--- src/rtl/drc_cam_pwr_seq_pkg.sv ---
// Shared types and constants for the camera power/clock sequencer.
package drc_cam_pwr_seq_pkg;

  localparam int SEQ_ST_W = 3;

  typedef enum logic [SEQ_ST_W-1:0] {
    ST_OFF    = 3'd0,
    ST_PWRUP  = 3'd1,
    ST_CLKUP  = 3'd2,
    ST_RSTREL = 3'd3,
    ST_READY  = 3'd4,
    ST_STOP   = 3'd5,
    ST_PWRDN  = 3'd6
  } seq_state_e;

  localparam int CAM_CFG_START_BIT = 0;
  localparam int CAM_CFG_PWDN_BIT  = 1;

  localparam int DEF_DVP_CAM_CFG_W = 32;
  localparam int DEF_PWDN_DLY_CYC  = 125000;
  localparam int DEF_XCLK_DLY_CYC  = 1250;
  localparam int DEF_RST_DLY_CYC   = 2500000;
  localparam int DEF_STOP_DLY_CYC  = 64;

  typedef struct packed {
    logic start;
    logic pwdn;
    logic rst_n;
    logic ready;
    logic busy;
  } seq_out_t;

  localparam seq_out_t SEQ_OUT_RST = '{start: 1'b0, pwdn: 1'b1, rst_n: 1'b0,
                                       ready: 1'b0, busy: 1'b0};

  // Counter must hold the largest delay minus one; one spare bit keeps it unsigned-safe.
  function automatic int dly_ctn_w(input int a, input int b, input int c, input int d);
    int m;
    m = a;
    if (b > m) m = b;
    if (c > m) m = c;
    if (d > m) m = d;
    return $clog2(m) + 1;
  endfunction

  function automatic seq_out_t seq_out_decode(input seq_state_e s);
    seq_out_t o;
    o = SEQ_OUT_RST;
    case (s)
      ST_OFF:    o = '{start: 1'b0, pwdn: 1'b1, rst_n: 1'b0, ready: 1'b0, busy: 1'b0};
      ST_PWRUP:  o = '{start: 1'b0, pwdn: 1'b0, rst_n: 1'b0, ready: 1'b0, busy: 1'b1};
      ST_CLKUP:  o = '{start: 1'b1, pwdn: 1'b0, rst_n: 1'b0, ready: 1'b0, busy: 1'b1};
      ST_RSTREL: o = '{start: 1'b1, pwdn: 1'b0, rst_n: 1'b1, ready: 1'b0, busy: 1'b1};
      ST_READY:  o = '{start: 1'b1, pwdn: 1'b0, rst_n: 1'b1, ready: 1'b1, busy: 1'b0};
      ST_STOP:   o = '{start: 1'b1, pwdn: 1'b0, rst_n: 1'b0, ready: 1'b0, busy: 1'b1};
      ST_PWRDN:  o = '{start: 1'b0, pwdn: 1'b1, rst_n: 1'b0, ready: 1'b0, busy: 1'b1};
      default:   o = SEQ_OUT_RST;
    endcase
    return o;
  endfunction

endpackage

--- src/rtl/drc_cam_pwr_seq_if.sv ---
// Software-request / XCLK-generator / pad-side signal bundle of the sequencer.
interface drc_cam_pwr_seq_if
  import drc_cam_pwr_seq_pkg::*;
#(
  parameter int DVP_CAM_CFG_W = DEF_DVP_CAM_CFG_W
);
  logic                     pwr_on_req_i;
  logic [DVP_CAM_CFG_W-1:0] dcr_cam_cfg_i;
  logic [DVP_CAM_CFG_W-1:0] dcr_cam_cfg_o;
  logic                     dvp_rst_n_o;
  logic                     cam_ready_o;
  logic                     cam_busy_o;
  logic [SEQ_ST_W-1:0]      seq_state_o;

  modport master (
    output pwr_on_req_i, dcr_cam_cfg_i,
    input  dcr_cam_cfg_o, dvp_rst_n_o, cam_ready_o, cam_busy_o, seq_state_o
  );

  modport slave (
    input  pwr_on_req_i, dcr_cam_cfg_i,
    output dcr_cam_cfg_o, dvp_rst_n_o, cam_ready_o, cam_busy_o, seq_state_o
  );
endinterface

--- src/rtl/drc_cam_pwr_seq_dly_timer.sv ---
// Loadable down-counter; holds at zero and flags it so the FSM can time each state.
module drc_dly_timer #(
  parameter int CNT_W = 8
) (
  input  logic             clk,
  input  logic             rst,
  input  logic             load,
  input  logic [CNT_W-1:0] load_val,
  output logic             zero
);

  logic [CNT_W-1:0] cnt_q, cnt_d;

  always_comb begin
    cnt_d = cnt_q;
    if (load) begin
      cnt_d = load_val;
    end else if (cnt_q != '0) begin
      cnt_d = cnt_q - 1'b1;
    end
  end

  always_ff @(posedge clk) begin
    if (rst) begin
      cnt_q <= '0;
    end else begin
      cnt_q <= cnt_d;
    end
  end

  assign zero = (cnt_q == '0);

endmodule

--- src/rtl/drc_cam_pwr_seq.sv ---
// Camera power/clock sequencer: orders PWDN release, XCLK start and RESET release
// on power-up, and the reverse on power-down, with programmable gaps between steps.
module drc_cam_pwr_seq
  import drc_cam_pwr_seq_pkg::*;
#(
  parameter int DVP_CAM_CFG_W = DEF_DVP_CAM_CFG_W,
  parameter int PWDN_DLY_CYC  = DEF_PWDN_DLY_CYC,
  parameter int XCLK_DLY_CYC  = DEF_XCLK_DLY_CYC,
  parameter int RST_DLY_CYC   = DEF_RST_DLY_CYC,
  parameter int STOP_DLY_CYC  = DEF_STOP_DLY_CYC
) (
  input  logic              clk,
  input  logic              rst,
  drc_cam_pwr_seq_if.slave  bus
);

  localparam int DLY_CTN_W = dly_ctn_w(PWDN_DLY_CYC, XCLK_DLY_CYC, RST_DLY_CYC, STOP_DLY_CYC);

  localparam logic [DLY_CTN_W-1:0] PWDN_LD = DLY_CTN_W'(PWDN_DLY_CYC - 1);
  localparam logic [DLY_CTN_W-1:0] XCLK_LD = DLY_CTN_W'(XCLK_DLY_CYC - 1);
  localparam logic [DLY_CTN_W-1:0] RST_LD  = DLY_CTN_W'(RST_DLY_CYC - 1);
  localparam logic [DLY_CTN_W-1:0] STOP_LD = DLY_CTN_W'(STOP_DLY_CYC - 1);

  seq_state_e               state_q, state_d;
  seq_out_t                 out_q, out_d;
  logic                     tmr_load;
  logic [DLY_CTN_W-1:0]     tmr_load_val;
  logic                     tmr_zero;
  logic [DVP_CAM_CFG_W-1:0] cam_cfg;

  drc_dly_timer #(
    .CNT_W (DLY_CTN_W)
  ) u_dly_timer (
    .clk      (clk),
    .rst      (rst),
    .load     (tmr_load),
    .load_val (tmr_load_val),
    .zero     (tmr_zero)
  );

  // A dropped request always wins over expiry of the current delay.
  always_comb begin
    state_d      = state_q;
    tmr_load     = 1'b0;
    tmr_load_val = '0;
    case (state_q)
      ST_OFF: begin
        if (bus.pwr_on_req_i) begin
          state_d      = ST_PWRUP;
          tmr_load     = 1'b1;
          tmr_load_val = PWDN_LD;
        end
      end
      ST_PWRUP: begin
        if (!bus.pwr_on_req_i) begin
          state_d      = ST_PWRDN;
          tmr_load     = 1'b1;
          tmr_load_val = PWDN_LD;
        end else if (tmr_zero) begin
          state_d      = ST_CLKUP;
          tmr_load     = 1'b1;
          tmr_load_val = XCLK_LD;
        end
      end
      ST_CLKUP: begin
        if (!bus.pwr_on_req_i) begin
          state_d      = ST_STOP;
          tmr_load     = 1'b1;
          tmr_load_val = STOP_LD;
        end else if (tmr_zero) begin
          state_d      = ST_RSTREL;
          tmr_load     = 1'b1;
          tmr_load_val = RST_LD;
        end
      end
      ST_RSTREL: begin
        if (!bus.pwr_on_req_i) begin
          state_d      = ST_STOP;
          tmr_load     = 1'b1;
          tmr_load_val = STOP_LD;
        end else if (tmr_zero) begin
          state_d = ST_READY;
        end
      end
      ST_READY: begin
        if (!bus.pwr_on_req_i) begin
          state_d      = ST_STOP;
          tmr_load     = 1'b1;
          tmr_load_val = STOP_LD;
        end
      end
      ST_STOP: begin
        if (tmr_zero) begin
          state_d      = ST_PWRDN;
          tmr_load     = 1'b1;
          tmr_load_val = PWDN_LD;
        end
      end
      ST_PWRDN: begin
        if (tmr_zero) begin
          state_d = ST_OFF;
        end
      end
      default: state_d = ST_OFF;
    endcase
    out_d = seq_out_decode(state_d);
  end

  always_ff @(posedge clk) begin
    if (rst) begin
      state_q <= ST_OFF;
      out_q   <= SEQ_OUT_RST;
    end else begin
      state_q <= state_d;
      out_q   <= out_d;
    end
  end

  always_comb begin
    cam_cfg                    = bus.dcr_cam_cfg_i;
    cam_cfg[CAM_CFG_START_BIT] = out_q.start;
    cam_cfg[CAM_CFG_PWDN_BIT]  = out_q.pwdn;
  end

  assign bus.dcr_cam_cfg_o = cam_cfg;
  assign bus.dvp_rst_n_o   = out_q.rst_n;
  assign bus.cam_ready_o   = out_q.ready;
  assign bus.cam_busy_o    = out_q.busy;
  assign bus.seq_state_o   = state_q;

endmodule
--- src/flat_wrapper.sv ---
// flat-port wrapper written by rule: the top's interface ports become plain ports
module drc_cam_pwr_seq_flat import drc_cam_pwr_seq_pkg::*;
#(
  parameter int DVP_CAM_CFG_W = DEF_DVP_CAM_CFG_W,
  parameter int PWDN_DLY_CYC  = DEF_PWDN_DLY_CYC,
  parameter int XCLK_DLY_CYC  = DEF_XCLK_DLY_CYC,
  parameter int RST_DLY_CYC   = DEF_RST_DLY_CYC,
  parameter int STOP_DLY_CYC  = DEF_STOP_DLY_CYC
)
  (clk, rst, bus_pwr_on_req_i, bus_dcr_cam_cfg_i, bus_dcr_cam_cfg_o, bus_dvp_rst_n_o, bus_cam_ready_o, bus_cam_busy_o, bus_seq_state_o);
  drc_cam_pwr_seq_if #(.DVP_CAM_CFG_W(DVP_CAM_CFG_W)) bus_i ();
  input  logic clk;
  input  logic rst;
  input wire logic [$bits(bus_i.pwr_on_req_i)-1:0] bus_pwr_on_req_i;
  input wire logic [$bits(bus_i.dcr_cam_cfg_i)-1:0] bus_dcr_cam_cfg_i;
  output wire logic [$bits(bus_i.dcr_cam_cfg_o)-1:0] bus_dcr_cam_cfg_o;
  output wire logic [$bits(bus_i.dvp_rst_n_o)-1:0] bus_dvp_rst_n_o;
  output wire logic [$bits(bus_i.cam_ready_o)-1:0] bus_cam_ready_o;
  output wire logic [$bits(bus_i.cam_busy_o)-1:0] bus_cam_busy_o;
  output wire logic [$bits(bus_i.seq_state_o)-1:0] bus_seq_state_o;
  assign bus_i.pwr_on_req_i = bus_pwr_on_req_i;
  assign bus_i.dcr_cam_cfg_i = bus_dcr_cam_cfg_i;
  assign bus_dcr_cam_cfg_o = bus_i.dcr_cam_cfg_o;
  assign bus_dvp_rst_n_o = bus_i.dvp_rst_n_o;
  assign bus_cam_ready_o = bus_i.cam_ready_o;
  assign bus_cam_busy_o = bus_i.cam_busy_o;
  assign bus_seq_state_o = bus_i.seq_state_o;
  drc_cam_pwr_seq #(.DVP_CAM_CFG_W(DVP_CAM_CFG_W), .PWDN_DLY_CYC(PWDN_DLY_CYC), .XCLK_DLY_CYC(XCLK_DLY_CYC), .RST_DLY_CYC(RST_DLY_CYC), .STOP_DLY_CYC(STOP_DLY_CYC)) u_core (.clk(clk), .rst(rst), .bus(bus_i));
endmodule
--- config.mk ---
export PLATFORM = sky130hd
export DESIGN_NAME = drc_cam_pwr_seq_flat
export DESIGN_NICKNAME = d
export VERILOG_FILES = /design/src/rtl/drc_cam_pwr_seq_pkg.sv /design/src/rtl/drc_cam_pwr_seq_if.sv /design/src/rtl/drc_cam_pwr_seq_dly_timer.sv /design/src/rtl/drc_cam_pwr_seq.sv /design/src/flat_wrapper.sv
export SDC_FILE = /design/constraint.sdc
export NUM_CORES = 1
export LEC_CHECK = 0
export BUFFER_PORTS_ARGS = -buffer_cell sky130_fd_sc_hd__buf_2
export CAP_MARGIN = 20
export CORE_MARGIN = 3
export CORE_UTILIZATION = 45
export DETAILED_ROUTE_END_ITERATION = 8
export MAX_ROUTING_LAYER = met4
export PLACE_DENSITY = 0.73
export SLEW_MARGIN = 20
export SYNTH_ARGS = -nofsm -noshare
export SYNTH_HDL_FRONTEND = slang
export SYNTH_SLANG_ARGS = --single-unit
--- constraint.sdc ---
create_clock -name clk -period 7.4 [get_ports clk]
set_clock_uncertainty 0.1 [all_clocks]
set_input_delay 0.37 -clock clk [delete_from_list [all_inputs] [get_ports clk]]
set_output_delay 0.37 -clock clk [all_outputs]
set_load 0.01 [all_outputs]
==> results.txt, run 1 <==
outcome - finished, final reports clean
WHS Endpoint - u_core.u_dly_timer.cnt_q[22]$_SDFFE_PP0P_
1st-iter DRT viols - 204
r2r worst-path depth - 8
fillers - 435
Rows - 24
clock buffer depth - 2
worst flop-to-flop path startpoint - u_core.u_dly_timer.cnt_q[0]$_SDFFE_PP0P_
first-pass GRT wire length - 7670 um
hold-critical path depth - 2
Total Wirelength - 4780 um
reg2reg setup slack - 4230 ps
ANT cells - 0
most frequent cells in the layout - dfxtp_1 (31), nor2_1 (26), o21ai_0 (19)
initial core utilization - 0.478
H-tree depth - 2
endpoints failing hold - 0
total number of vias - 1871
CTS Buf Count - 5
Place WS - 4310 ps
clock transition at the registers of the reported paths - 60 ps
I/O pins - 73
Highest Clock Rate - 316 MHz
hpwl dp - 3230 um
initial antenna violation count - 0
Crit path arrival time - 3220 ps
PortBufs - 10
CP required - 7450 ps
Placed Area - 1950 um^2
critical setup path kind - reg2reg
Post-synth ARST share - 0
Clock Tree Root - clkbuf_8
# DRC - 0
hold_sp - u_core.u_dly_timer.cnt_q[22]$_SDFFE_PP0P_
Inst Count DP - 287
P per Cell Area - 287 nW/um^2
crit-path max FO - 16
Sequential cell area - 621 um^2
clock sink total - 31
drt first pass iters - 5
fin crit share - 0.428
chip height - 74.9 um
Mapped Avg Cell Area - 7.80 um^2
FF-to-FF End - u_core.u_dly_timer.cnt_q[16]$_SDFFE_PP0P_
final non-filler cell total - 293
Post-synth EDFFs - 0
vias in the first global route - 1533
wire per inst - 16.3 um
RSZ-0062 raised after global routing - no
post-CTS setup buffers - 0
gr usage total - 0.184
PostCTS Resize Cnt - 0
Clock Latency Late Sink - 280 ps
post-synthesis cell area - 2140 um^2
Hold Path Class - reg2reg
Warnings, synthesis - 0
Die Wd - 74.9 um
number of synthesized register bits - 31
Final Worst Setup Slack - 4230 ps
Critical Path End Type - register
number of hold buffers added after cts - 0
TritonCTS clock tree - yes
Pleak - 0.745 nW
Setup TNS - 0 ps
fin crit period - 3170 ps
Core Util, Final - 0.453
worst-margin pin slew - 843 ps
endpoints failing setup - 0
unique cell type count in the Yosys netlist - 56
Cells after Synth - 274
multi-input combinational cell area - 1180 um^2
Final Max Slew Viols - 0
post-route ant nets - 0
die area - 5610 um^2
Peak supply drop - 0.000115 V
Rel. slew slack - 0.437
Final #Nets - 278
gr ovfl total - 0
vias per cell - 6.39
# Max-Cap Violations - 0
fin area - 2030 um^2
predominant post-synthesis flop cell - dfxtp_1
largest net degree at the start of global routing - 27
syn nets - 310
Area growth syn-to-layout - -5.21%
share of cells above drive strength 1 - 0.0871
total core area - 4470 um^2
Setup crit start kind - register
Seq/Total Area, Yosys - 0.290
most common cell after layout, fill and taps aside - dfxtp_1
final RePlAce weighted congestion - 0.913
[sequential cells by signal, summed over array words and instances (netlist names)]
signal / count
u_core.bus.cam_busy_o: 1
u_core.bus.dvp_rst_n_o: 1
u_core.u_dly_timer.cnt_q: 23
u_core.bus.seq_state_o: 3
u_core.bus.dcr_cam_cfg_o: 2
u_core.bus.cam_ready_o: 1
[kinds of logic after synthesis]
logic type,synth area share
AO/OA/AOI/OAI,0.228
XOR/XNOR,0.0820
adder cells (fa/ha/maj),0.0105
buffers and inverters,0.156
flip-flops,0.290
multiplexers,0.00468
AND/OR/NAND/NOR,0.229
[where the power goes]
group	switching [mW]	internal [mW]
Clock	0.0581	0.0625
Combinational	0.142	0.0926
Sequential	0.0340	0.193
Total	0.234	0.348
[through the flow]
step           hold WS, ps  total power, mW
6_report               375            0.582
5_1_grt                377            0.621
4_1_cts                361            0.580
3_5_place_dp           360            0.458
3_3_place_gp           353            0.455
2_1_floorplan          338            0.430
[layer usage]
metal	global-route usage	part of all wire	wire (um)	up-vias
li1	-	-	-	898
met1	0.254	0.47	2230	866
met2	0.245	0.44	2090	91
met3	0.0507	0.078	371	16
met4	0.0870	0.018	87	0
met5	-	0	0	-
[worst max-delay path by stage]
stage                                             startpoint                                        end  depth (start not counted)
global placement    u_core.u_dly_timer.cnt_q[0]$_SDFFE_PP0P_  u_core.u_dly_timer.cnt_q[21]$_SDFFE_PP0P_                          8
finish              u_core.u_dly_timer.cnt_q[0]$_SDFFE_PP0P_  u_core.u_dly_timer.cnt_q[16]$_SDFFE_PP0P_                          8
detailed placement  u_core.u_dly_timer.cnt_q[0]$_SDFFE_PP0P_  u_core.u_dly_timer.cnt_q[16]$_SDFFE_PP0P_                          8
CTS                 u_core.u_dly_timer.cnt_q[0]$_SDFFE_PP0P_  u_core.u_dly_timer.cnt_q[21]$_SDFFE_PP0P_                          8
floorplan           u_core.u_dly_timer.cnt_q[0]$_SDFFE_PP0P_   u_core.u_dly_timer.cnt_q[3]$_SDFFE_PP0P_                          8
global route        u_core.u_dly_timer.cnt_q[1]$_SDFFE_PP0P_  u_core.u_dly_timer.cnt_q[16]$_SDFFE_PP0P_                          8
[Yosys cell counts (all sizes together) (2+ instances only)]
cell    count  area share
a211o       2      0.0082
a211oi      3       0.011
a21o        2      0.0070
a21oi      13       0.030
a221oi      3       0.012
a311oi      2      0.0082
a31oi       8       0.030
and2        2      0.0059
and3        3      0.0088
buf        36        0.12
clkbuf     14       0.025
dfxtp      31        0.29
inv         7       0.012
nand2      14       0.025
nand2b      2      0.0059
nand3       6       0.014
nor2       26       0.046
nor2b       2      0.0059
nor3        9       0.021
nor4        8       0.026
nor4b       2      0.0082
o21ai      19       0.044
o22ai       2      0.0059
o31ai       4       0.014
or3         6       0.018
or4         5       0.018
or4b        2      0.0094
xnor2      15       0.061
xor2        5       0.020
[cell type report]
| class | instances | area share |
|---|---|---|
| clock buffer | 6 | 0.0358 |
| inverter | 7 | 0.0130 |
| multi-input combinational | 186 | 0.584 |
| sequential | 31 | 0.306 |
| tap | 52 | 0.0321 |
| timing repair buffer | 11 | 0.0284 |
[worst max-delay path, cell delays in order, from the launching register on]
cell and delay (ps):
dfxtp_1 320, inv_1 90, ha_1 200, or4b_2 660
nor4_2 160, buf_4 230, and2_0 700, or3_1 410
o21ai_0 150
Note: power is estimated with default switching activity, not from simulation.
==> run 2, diff against run 1 <==
Clock period 7.4 ns to 3.1 ns, I/O delays scaled along.
==> run 2 against run 1 <==
Effect of this change:
- critical path type unchanged
- clock power grew to 2.5 times the previous value
- clock-buffer cell count is 1 lower
- total power is 140% higher
- global-route usage is 0.27 points higher
- via count is 1.1% higher
- die area stayed put
- core utilization is 0.92 points higher
- worst hold slack worse by 220 ps
==> results.txt, run 2 (same netlist as run 1, synthesis figures left out) <==
clock buffer depth - 2
I/O pins - 73
FF-to-FF End - u_core.u_dly_timer.cnt_q[3]$_SDFFE_PP0P_
Top reg by flops - u_core.u_dly_timer.cnt_q
Clock Latency Late Sink - 280 ps
CTS Buf Count - 5
most frequent cells in the layout - dfxtp_1 (31), nor2_1 (26), o21ai_0 (19)
most common cell after layout, fill and taps aside - dfxtp_1
Rel. slew slack - 0.506
Peak supply drop - 0.000262 V
critical setup path kind - reg2reg
die area - 5610 um^2
drt first pass iters - 5
reg2reg setup slack - 470 ps
Clock Tree Root - clkbuf_8
r2r worst-path depth - 8
Setup crit start kind - register
Critical Path End Type - register
initial antenna violation count - 0
outcome - finished, final reports clean
vias per cell - 6.33
hpwl dp - 3380 um
fin crit share - 0.848
Pleak - 0.776 nW
chip height - 74.9 um
PortBufs - 10
hold-critical path depth - 2
P per Cell Area - 689 nW/um^2
highest-delay cell along the critical path - or4b_2
RSZ-0062 raised after global routing - no
Area growth syn-to-layout - -3.28%
worst flop-to-flop path startpoint - u_core.u_dly_timer.cnt_q[0]$_SDFFE_PP0P_
fin crit period - 2630 ps
endpoints failing hold - 0
CP required - 3150 ps
clock transition at the registers of the reported paths - 70 ps
vias in the first global route - 1600
initial core utilization - 0.478
TritonCTS clock tree - yes
crit-path max FO - 11
Crit path arrival time - 2680 ps
hold_sp - rst
Rows - 24
total core area - 4470 um^2
post-CTS setup buffers - 0
Die Wd - 74.9 um
share of cells above drive strength 1 - 0.113
post-route ant nets - 0
WHS - 152 ps
final RePlAce weighted congestion - 0.881
total number of vias - 1892
max incr delay on CP - 660 ps
H-tree depth - 2
# DRC - 0
WHS Endpoint - u_core.u_dly_timer.cnt_q[0]$_SDFFE_PP0P_
Setup TNS - 0 ps
number of hold buffers added after cts - 0
Total Wirelength - 4800 um
CP Cell Sequence - inv_1 -> ha_1 -> or4b_2 -> nor4_2 -> buf_4 -> nand2_1 -> a311oi_1 -> o32ai_1
largest net degree at the start of global routing - 27
Largest register FFs - 23
Highest Clock Rate - 380 MHz
1st-iter DRT viols - 191
Final #Nets - 282
# Max-Cap Violations - 0
first-pass GRT wire length - 7890 um
ANT cells - 0
worst-margin pin slew - 740 ps
gr usage total - 0.187
gr ovfl total - 0
wire per inst - 16.0 um
endpoints failing setup - 0
clock sink total - 31
PostCTS Resize Cnt - 0
Hold Path Class - in2reg
Final Max Slew Viols - 0
==> run 2: worst max-delay path, delay by kind of cell (launching register included) <==
family / cells / cell delay (ps)
AND/OR/NAND/NOR: 3 / 1100
AO/OA/AOI/OAI: 2 / 440
buffers and inverters: 2 / 330
flip-flops: 1 / 320
adder cells (fa/ha/maj): 1 / 200
==> run 2: worst max path at each step <==
stage	from	end	cells past startpoint
after global placement	u_core.u_dly_timer.cnt_q[0]$_SDFFE_PP0P_	u_core.u_dly_timer.cnt_q[13]$_SDFFE_PP0P_	8
after detailed placement	u_core.u_dly_timer.cnt_q[0]$_SDFFE_PP0P_	u_core.u_dly_timer.cnt_q[3]$_SDFFE_PP0P_	8
after CTS	u_core.u_dly_timer.cnt_q[0]$_SDFFE_PP0P_	u_core.u_dly_timer.cnt_q[3]$_SDFFE_PP0P_	8
final	u_core.u_dly_timer.cnt_q[0]$_SDFFE_PP0P_	u_core.u_dly_timer.cnt_q[3]$_SDFFE_PP0P_	8
after global routing	u_core.u_dly_timer.cnt_q[0]$_SDFFE_PP0P_	u_core.u_dly_timer.cnt_q[13]$_SDFFE_PP0P_	8
after floorplan	u_core.u_dly_timer.cnt_q[0]$_SDFFE_PP0P_	u_core.u_dly_timer.cnt_q[3]$_SDFFE_PP0P_	8
==> run 2: metrics by stage <==
stage	cell area [um^2]	utilization	setup WS [ps]	total power, mW	cells
5_1_grt	2070	0.462	340	1.52	299
3_3_place_gp	1980	0.443	528	1.10	291
2_1_floorplan	2140	-	632	1.03	274
6_report	2070	0.462	471	1.42	299
4_1_cts	2070	0.462	508	1.42	299
3_5_place_dp	1980	0.443	511	1.11	291
==> run 2: power by group <==
| group | switching, mW | internal (mW) | total (mW) | leakage [nW] |
|---|---|---|---|---|
| sequential | 0.0755 | 0.461 | 0.536 | 0.255 |
| combinational | 0.346 | 0.236 | 0.582 | 0.474 |
| clock | 0.152 | 0.153 | 0.305 | 0.0477 |
| total | 0.574 | 0.850 | 1.42 | 0.776 |
==> run 2: layer usage <==
metal,wire [um],part of all wire,track usage,up-vias
li1,-,-,-,905
met1,2070,0.43,0.263,855
met2,2080,0.43,0.250,113
met3,517,0.11,0.0481,19
met4,126,0.026,0.0771,0
met5,0,0,-,-
==> run 2: cell type report <==
class	count	area, um^2
well taps	52	65.1
flip-flops and latches	31	621
clock inverters	3	15.0
multi-input cells	186	1180
fillers	439	2410
clock buffers	5	68.8
repair buffers	15	87.6
inverters	7	26.3
